<file path="src/rtl/pr_ex_mem_v2_pkg.sv">
// pipe_defs: shared encodings, instruction field offsets and default widths
// for the EX/MEM and MEM/WB pipeline registers.
package pipe_defs;

  // reg_dst encodings; 2'b11 is reserved and treated like REGDST_RT
  localparam logic [1:0] REGDST_RT   = 2'b00;
  localparam logic [1:0] REGDST_RD   = 2'b01;
  localparam logic [1:0] REGDST_LINK = 2'b10;

  // MIPS R/I-type destination field positions
  localparam int RT_HI = 20;
  localparam int RT_LO = 16;
  localparam int RD_HI = 15;
  localparam int RD_LO = 11;

  // default widths
  localparam int DEF_DATA_W   = 32;
  localparam int DEF_INSTR_W  = 32;
  localparam int DEF_RA_W     = 5;
  localparam int DEF_LINK_REG = 31;
  localparam int DEF_CNT_W    = 16;

endpackage

</file>
<file path="src/rtl/pr_ex_mem_v2_wdest_sel.sv">
// wdest_sel: picks the write-back register index (rt / rd / link register)
// and flags a $0 destination. Purely combinational; reused by MEM/WB.
module wdest_sel
  import pipe_defs::*;
#(
  parameter int RA_W     = DEF_RA_W,
  parameter int LINK_REG = DEF_LINK_REG
) (
  input  logic [1:0]           reg_dst,
  input  logic [RT_HI:RD_LO]   instr,      // only the rt..rd field span is needed
  output logic [RA_W-1:0]      dest,
  output logic                 dest_is_zero
);

  logic [RT_HI-RT_LO:0] rt_field;
  logic [RD_HI-RD_LO:0] rd_field;

  assign rt_field = instr[RT_HI:RT_LO];
  assign rd_field = instr[RD_HI:RD_LO];

  // Destination mux; the reserved code falls back to rt
  always_comb begin
    dest = RA_W'(rt_field);
    case (reg_dst)
      REGDST_RD:   dest = RA_W'(rd_field);
      REGDST_LINK: dest = RA_W'(LINK_REG);
      default:     dest = RA_W'(rt_field);
    endcase
  end

  assign dest_is_zero = (dest == '0);

endmodule

</file>
<file path="src/rtl/pr_ex_mem_v2.sv">
// pr_ex_mem_v2: EX/MEM pipeline register with synchronous reset, flush
// (bubble), stall (hold), valid bit, destination select and forwarding tap.
// Optional performance counters are built when EX_MEM_PERF_CNT_EN is defined;
// otherwise bubble_cnt/stall_cnt read as zero.
module pr_ex_mem_v2
  import pipe_defs::*;
#(
  parameter int DATA_W   = DEF_DATA_W,
  parameter int INSTR_W  = DEF_INSTR_W,
  parameter int RA_W     = DEF_RA_W,
  parameter int LINK_REG = DEF_LINK_REG,
  parameter int CNT_W    = DEF_CNT_W
) (
  input  logic               clk,
  input  logic               rst,
  input  logic               stall,
  input  logic               flush,
  input  logic               valid_in,
  input  logic               jump_in,
  input  logic               branch_in,
  input  logic               bne_in,
  input  logic               mem_read_in,
  input  logic               mem_to_reg_in,
  input  logic               mem_write_in,
  input  logic               reg_write_in,
  input  logic [1:0]         reg_dst_in,
  input  logic               zero_in,
  input  logic [DATA_W-1:0]  alu_result_in,
  input  logic [DATA_W-1:0]  store_data_in,
  input  logic [DATA_W-1:0]  link_pc_in,
  input  logic [INSTR_W-1:0] instru_in,
  output logic               valid,
  output logic               jump,
  output logic               branch,
  output logic               bne,
  output logic               mem_read,
  output logic               mem_to_reg,
  output logic               mem_write,
  output logic               reg_write,
  output logic               zero,
  output logic [DATA_W-1:0]  alu_result,
  output logic [DATA_W-1:0]  store_data,
  output logic [DATA_W-1:0]  link_pc,
  output logic [RA_W-1:0]    write_reg,
  output logic [INSTR_W-1:0] instru,
  output logic               fwd_valid,
  output logic [RA_W-1:0]    fwd_addr,
  output logic [CNT_W-1:0]   bubble_cnt,
  output logic [CNT_W-1:0]   stall_cnt
);

  typedef struct packed {
    logic               valid;
    logic               jump;
    logic               branch;
    logic               bne;
    logic               mem_read;
    logic               mem_to_reg;
    logic               mem_write;
    logic               reg_write;
    logic               zero;
    logic [DATA_W-1:0]  alu_result;
    logic [DATA_W-1:0]  store_data;
    logic [DATA_W-1:0]  link_pc;
    logic [RA_W-1:0]    write_reg;
    logic [INSTR_W-1:0] instru;
  } stage_t;

  stage_t          stage_q, stage_d;
  logic [RA_W-1:0] dest;
  logic            dest_is_zero;

  wdest_sel #(
    .RA_W     (RA_W),
    .LINK_REG (LINK_REG)
  ) u_wdest_sel (
    .reg_dst      (reg_dst_in),
    .instr        (instru_in[RT_HI:RD_LO]),
    .dest         (dest),
    .dest_is_zero (dest_is_zero)
  );

  // Next stage contents: flush inserts an all-zero bubble, stall holds,
  // otherwise load with controls gated by valid_in
  always_comb begin
    stage_d = stage_q;
    if (flush) begin
      stage_d = '0;
    end else if (!stall) begin
      stage_d.valid      = valid_in;
      stage_d.jump       = jump_in       & valid_in;
      stage_d.branch     = branch_in     & valid_in;
      stage_d.bne        = bne_in        & valid_in;
      stage_d.mem_read   = mem_read_in   & valid_in;
      stage_d.mem_to_reg = mem_to_reg_in & valid_in;
      stage_d.mem_write  = mem_write_in  & valid_in;
      // $0 is never written; the index itself is still carried
      stage_d.reg_write  = reg_write_in  & valid_in & ~dest_is_zero;
      stage_d.zero       = zero_in;
      stage_d.alu_result = alu_result_in;
      stage_d.store_data = store_data_in;
      stage_d.link_pc    = link_pc_in;
      stage_d.write_reg  = dest;
      stage_d.instru     = instru_in;
    end
  end

  // Stage register with synchronous reset
  always_ff @(posedge clk) begin
    if (rst) stage_q <= '0;
    else     stage_q <= stage_d;
  end

  assign valid      = stage_q.valid;
  assign jump       = stage_q.jump;
  assign branch     = stage_q.branch;
  assign bne        = stage_q.bne;
  assign mem_read   = stage_q.mem_read;
  assign mem_to_reg = stage_q.mem_to_reg;
  assign mem_write  = stage_q.mem_write;
  assign reg_write  = stage_q.reg_write;
  assign zero       = stage_q.zero;
  assign alu_result = stage_q.alu_result;
  assign store_data = stage_q.store_data;
  assign link_pc    = stage_q.link_pc;
  assign write_reg  = stage_q.write_reg;
  assign instru     = stage_q.instru;
  assign fwd_valid  = stage_q.reg_write;
  assign fwd_addr   = stage_q.write_reg;

`ifdef EX_MEM_PERF_CNT_EN
  logic             bubble_ev, stall_ev;
  logic [CNT_W-1:0] bubble_cnt_q, bubble_cnt_d;
  logic [CNT_W-1:0] stall_cnt_q, stall_cnt_d;

  assign bubble_ev = flush | (~stall & ~valid_in);
  assign stall_ev  = stall & ~flush;

  // Saturating event counters
  always_comb begin
    bubble_cnt_d = bubble_cnt_q;
    stall_cnt_d  = stall_cnt_q;
    if (bubble_ev && (bubble_cnt_q != '1)) bubble_cnt_d = bubble_cnt_q + 1'b1;
    if (stall_ev  && (stall_cnt_q  != '1)) stall_cnt_d  = stall_cnt_q  + 1'b1;
  end

  // Counter registers, cleared by reset
  always_ff @(posedge clk) begin
    if (rst) begin
      bubble_cnt_q <= '0;
      stall_cnt_q  <= '0;
    end else begin
      bubble_cnt_q <= bubble_cnt_d;
      stall_cnt_q  <= stall_cnt_d;
    end
  end

  assign bubble_cnt = bubble_cnt_q;
  assign stall_cnt  = stall_cnt_q;
`else
  assign bubble_cnt = '0;
  assign stall_cnt  = '0;
`endif

endmodule

</file>
<file path="config.mk">
export PLATFORM = sky130hd
export DESIGN_NAME = pr_ex_mem_v2
export DESIGN_NICKNAME = d
export VERILOG_FILES = /design/src/rtl/pr_ex_mem_v2_pkg.sv /design/src/rtl/pr_ex_mem_v2_wdest_sel.sv /design/src/rtl/pr_ex_mem_v2.sv
export SDC_FILE = /design/constraint.sdc
export NUM_CORES = 1
export LEC_CHECK = 0
export CORE_MARGIN = 2
export CORE_UTILIZATION = 38
export CTS_CLUSTER_DIAMETER = 100
export DETAILED_ROUTE_END_ITERATION = 8
export GPL_TIMING_DRIVEN = 0
export PLACE_DENSITY = 0.81
export SLEW_MARGIN = 10
export SYNTH_ARGS = -nofsm -noshare
export SYNTH_HDL_FRONTEND = slang
export SYNTH_HIERARCHICAL = 1
export SYNTH_SLANG_ARGS = --single-unit
</file>
<file path="constraint.sdc">
create_clock -name clk -period 1.94 [get_ports clk]
set_input_delay 0.485 -clock clk [delete_from_list [all_inputs] [get_ports clk]]
set_output_delay 0.485 -clock clk [all_outputs]
set_load 0.03 [all_outputs]
</file>
; After elaboration in Yosys (flattened, before gate mapping)
; Index checks and enable logic that the tools add are counted.
[totals]
out_inout_bits = 180
in_bits = 143
reg_bits = 142
wordCells = 28
[op_classes]
bitwise_logic = 9
n_eq_ne = 2
mux = 1
n_reduce_logical = 2
[op_table]
columns = cell, n
row1 = one-hot mux 5 bit (2 select lines), 1
row2 = AND 1 bit, 8
row3 = zero test 5 bit, 1
row4 = "equality test 2 x 1 -> 1 bit, second input constant", 1
row5 = "equality test 2 bit, second input constant", 1
row6 = OR reduction 2 bit, 1
row7 = inverter 1 bit, 1

; Depth between registers and ports, before layout
[logic_depth]
word_depth = 5
ltp_mapped = 7
ltp_nobuf = 7

; By module
; Netlist, hierarchy kept.
[by_module_without_submodules]
columns = mod, seq_area_each_um2, area_each_um2, cells_each, instances
row1 = pr_ex_mem_v2, 2842.7, 5395.2, 507, 1
row2 = wdest_sel, 0.0, 147.6, 22, 1

; Worst setup path before layout
; Ideal clock, no wire load.
[synth_path]
path_kind = input to register
from = in reg_dst_in[0]
to = reg stage_q, in the netlist fwd_valid
cell_stages = 7
t_required_ns = 1.822
setup_ns = 0.118
path_buffers = 0
setup_slack_ns = 0.244
arrival_time_ns = 1.578
path_cell_list = inv_1 -> ha_1 -> a211oi_1 -> o22ai_1 -> nor4_2 -> nand4bb_1 -> a21oi_1
[synth_between]
elab_chain_cells = 5
word_cells_on_any_way = 6
cone_classes = eq/ne (2) / mux (1) / bitwise (2) / reduce/logical (1)
[synth_lines]
columns = item, line_no
row1 = "start, declared", pr_ex_mem_v2.sv:26  ; input logic [1:0] reg_dst_in,
row2 = equality test 2 bit or equality test 2 x 1 -> 1 bit (tied branches), pr_ex_mem_v2_wdest_sel.sv:24  ; case (reg_dst)
row3 = one-hot mux 5 bit (2 select lines) (*), pr_ex_mem_v2_wdest_sel.sv:24
row4 = zero test 5 bit (*), pr_ex_mem_v2_wdest_sel.sv:31  ; assign dest_is_zero = (dest == '0);
row5 = named net dest_is_zero, pr_ex_mem_v2.sv:71  ; logic dest_is_zero;
row6 = inverter 1 bit (*), pr_ex_mem_v2.sv:98  ; stage_d.reg_write = reg_write_in & valid_in & ~dest_is_zero;
row7 = AND 1 bit (*), pr_ex_mem_v2.sv:98
row8 = "end signal, assigned", pr_ex_mem_v2.sv:111  ; else stage_q <= stage_d;
row9 = "end, declared", pr_ex_mem_v2.sv:69  ; stage_t stage_q, stage_d;
; Mark *: on every way through the listed nets, which the timed path passes. The rest lies on a longest branch.
; A chain may end at the register's enable or synchronous reset.

; Worst setup path in the final report
[layout_path]
from = reg stage_q, in the netlist alu_result[3]
to = out alu_result[3]
[layout_rtl]
columns = item, line_no
row1 = "end, declared", pr_ex_mem_v2.sv:41  ; output logic [DATA_W-1:0] alu_result,
; No word-level cell between the ends.

==> flow_metrics.py <==
metrics = {
    "run_status": {
        "run_status": "completed",
    },
    "synth": {
        "combinational_family_with_the_most_area_after_synthesis": "multiplexers",
        "synth-simple-area-share": 0.120,
        "synthesis.area_mm2": 0.00554,
        "ys_types": 22,
        "postSynth.asyncResetShare": 0,
        "synth_warnings": 6,
        "yosys-mux-area-fraction": 0.244,
        "yosys.area.top_type": "sky130_fd_sc_hd__dfxtp_1",
        "yosysSeqAreaShare": 0.513,
        "predominant_post_synthesis_flop_cell": "sky130_fd_sc_hd__dfxtp_1",
        "synth_enable_flop_cells": 0,
        "yosys-top-cells-count": "sky130_fd_sc_hd__dfxtp_1 (142), sky130_fd_sc_hd__nor2_1 (138), sky130_fd_sc_hd__mux2i_1 (135)",
        "post_synth_xor_area_fraction": 0,
        "synth_seq_cells": 142,
        "syn_area_per_cell_um2": 10.5,
        "synth.most_common_cell": "sky130_fd_sc_hd__dfxtp_1",
        "synth_top_area_frac": 0.513,
        "synth_compound_area_frac": 0.0144,
        "synth_fa_ha_area_frac": 0.00451,
        "yosys-top-cells-area": "sky130_fd_sc_hd__dfxtp_1 (51%), sky130_fd_sc_hd__mux2i_1 (24%), sky130_fd_sc_hd__nor2_1 (9.3%), sky130_fd_sc_hd__buf_4 (6.2%), sky130_fd_sc_hd__buf_6 (3.3%)",
        "syn_inst": 529,
    },
    "cts": {
        "worstSkewPairLatency_ps": 410,
        "cts_hold_buffers": 0,
        "cts_root_buf": "sky130_fd_sc_hd__clkbuf_16",
        "cts-htree-levels": 4,
        "cts_max_path_buffers": 2,
        "number_of_cts_inserted_buffers": 17,
        "cts.reportedPaths.clkPinSlew_ps": 60,
        "clkSinkCount": 142,
        "tritoncts": "built",
    },
    "floorplanning": {
        "initial_core_util": 0.386,
        "dieArea_mm2": 0.0156,
        "core_mm2": 0.0144,
        "die_x_um": 125,
        "die_h_um": 125,
        "num_io_pins": 323,
        "rows": 44,
    },
    "run": {
        "cap_violations": 0,
    },
    "power_and_ir_drop": {
        "worst_ir_drop_vdd_mv": 0.612,
        "cellLeakagePower_nw": 5.61,
        "p_per_area_mw_per_mm2": 833,
        "fin_total_pwr_mw": 8.00,
    },
    "placement": {
        "port_buffers": 288,
        "gp_congestion": 0.760,
        "placed_cells_incl_taps": 1032,
        "post_dp_cell_area_mm2": 0.00877,
        "hpwlAfterDp_um": 12300,
    },
    "cells_and_area": {
        "final_nets": 1012,
        "antennaDiodeCount": 0,
        "number_of_filler_instances_in_the_final_layout": 1125,
        "final_cell_area_mm2": 0.00960,
        "areaGrowthSynthToFinish_pct": 73.2,
        "post_route_cells_drive_above_1_share": 0.119,
        "finish.cell_count_without_fillers": 1063,
    },
    "setup_path": {
        "critical_path_arrival_ps": 1430,
        "setup.worst_path.start_class": "flop",
        "critical_path_required_ps": 1450,
        "critical_path.endpoint_type": "output pin",
        "path_max_fanout": 2,
        "timing.critical_path.buf_inv": 1,
        "critical_path.max_stage_delay_ps": 680,
        "worstSetupPathType": "reg -> out",
        "path_cells": "clkdlybuf4s50_1",
        "critPathTopFamily": "buffers and inverters",
        "cp_max_stage_cell": "sky130_fd_sc_hd__clkdlybuf4s50_1",
    },
    "global_routing": {
        "grt_remaining_overflow": 0,
        "via_count_of_the_first_global_routing_pass": 4865,
        "first_pass_grt_wire_length_um": 25500,
        "antenna_found_initial": 0,
        "track_usage": 0.209,
        "grt_max_degree": 17,
    },
    "sta": {
        "tns_ps": 0,
        "setup_viol": 0,
        "finalCriticalPeriod_ps": 1920,
        "min_period_over_period": 0.989,
        "worst-slew-pin-transition_ps": 597,
        "final_number_of_hold_violating_endpoints": 0,
        "final_max_slew_viol_count": 0,
        "worst_slew_margin": 0.602,
        "max_freq_mhz": 521,
        "rsz0062_at_grt": "true",
        "timing.hold.ws_ps": 412,
        "fin_skew_ps": 0,
    },
    "route": {
        "detail_route.drc_violations": 0,
        "num_vias": 4763,
        "route.final.wire_length_um": 16400,
        "drt-initial-drc-count": 165,
        "post_drt_wl_per_cell_um": 15.5,
        "ant_nets": 0,
        "via_to_cell_ratio": 4.48,
        "detailed_routing_iterations_pass_1": 4,
    },
    "hold_path": {
        "min-delay-path-class": "in -> reg",
    },
}
final timing paths:
kind	cells after the start	end	start	slack [ps]
min reg2reg	2	mem_to_reg$_SDFFE_PP0N_	mem_to_reg$_SDFFE_PP0N_	460
max	1	alu_result[3]	alu_result[3]$_SDFFE_PP0N_	20
min	3	fwd_valid$_SDFFE_PP0N_	stall	410
max reg2reg	2	fwd_addr[2]$_SDFFE_PP0N_	fwd_addr[2]$_SDFFE_PP0N_	1230
per-layer routing:
layer / wire, um / part of all wire / global-route usage
met3: 1340 / 0.082 / 0.0713
met2: 8260 / 0.50 / 0.371
met1: 6410 / 0.39 / 0.227
met4: 420 / 0.026 / 0.0820
met5: 0 / 0 / 0
metrics by stage:
| step | setup slack (ps) | util |
|---|---|---|
| after CTS | 0.138 | 0.654 |
| final | 21.6 | 0.668 |
| after global placement | -487 | 0.611 |
| after global routing | -29.6 | 0.668 |
| after detailed placement | -492 | 0.611 |
| after floorplan | 244 | - |
kinds of logic after synthesis:
| group | Yosys count |
|---|---|
| AO/OA/AOI/OAI | 14 |
| flip-flops | 142 |
| adder cells (fa/ha/maj) | 2 |
| other | 1 |
| AND/OR/NAND/NOR | 161 |
| multiplexers | 135 |
| buffers and inverters | 74 |
area by class of cell:
class,instances,area (um2),area share
Timing Repair Buffer,288,3020,0.315
Sequential cell,142,2840,0.296
Multi-Input combinational cell,344,2260,0.236
Buffer,72,567,0.0590
Clock buffer,17,425,0.0443
Clock inverter,14,243,0.0253
Tap cell,184,230,0.0240
Inverter,2,7.51,0.000782
placed cells by master, fill, tap and decap left out, drive strengths merged, types with 2 or more instances in the layout:
master | netlist | final
a211oi | 2 | 2
dfxtp | 142 | 142
inv | 2 | 2
nor2b | 4 | 4
nor2 | 138 | 138
dlygate4sd2 | 0 | 45
nand3b | 6 | 6
mux2i | 135 | 135
dlymetal6s2s | 0 | 78
clkinvlp | 0 | 3
ha | 2 | 2
clkbuf | 6 | 23
conb | 1 | 32
buf | 66 | 66
clkdlybuf4s50 | 0 | 165
a21oi | 10 | 10
bufinv | 0 | 6
nand2 | 10 | 10
clkinv | 0 | 5
where the power goes:
| part | internal [mW] | switching (mW) |
|---|---|---|
| Sequential | 3.01 | 0.0493 |
| Clock | 2.41 | 1.26 |
| Combinational | 0.639 | 0.625 |
| Total | 6.06 | 1.94 |
worst reg2reg max path, cell delays in order (launching register included):
cell                      delay, ps
sky130_fd_sc_hd__dfxtp_1        360
sky130_fd_sc_hd__mux2i_1        150
sky130_fd_sc_hd__nor2_1          60
what timing repair did:
| item | CTS | global route |
|---|---|---|
| setup buffers | 0 | 0 |
| resized for setup | 48 | 80 |
| pin swaps | 0 | 1 |
| setup endpoints to repair | 46 | 79 |
| endpoints found under the hold margin | 0 | 0 |
Note: power is estimated with default switching activity, not from simulation.
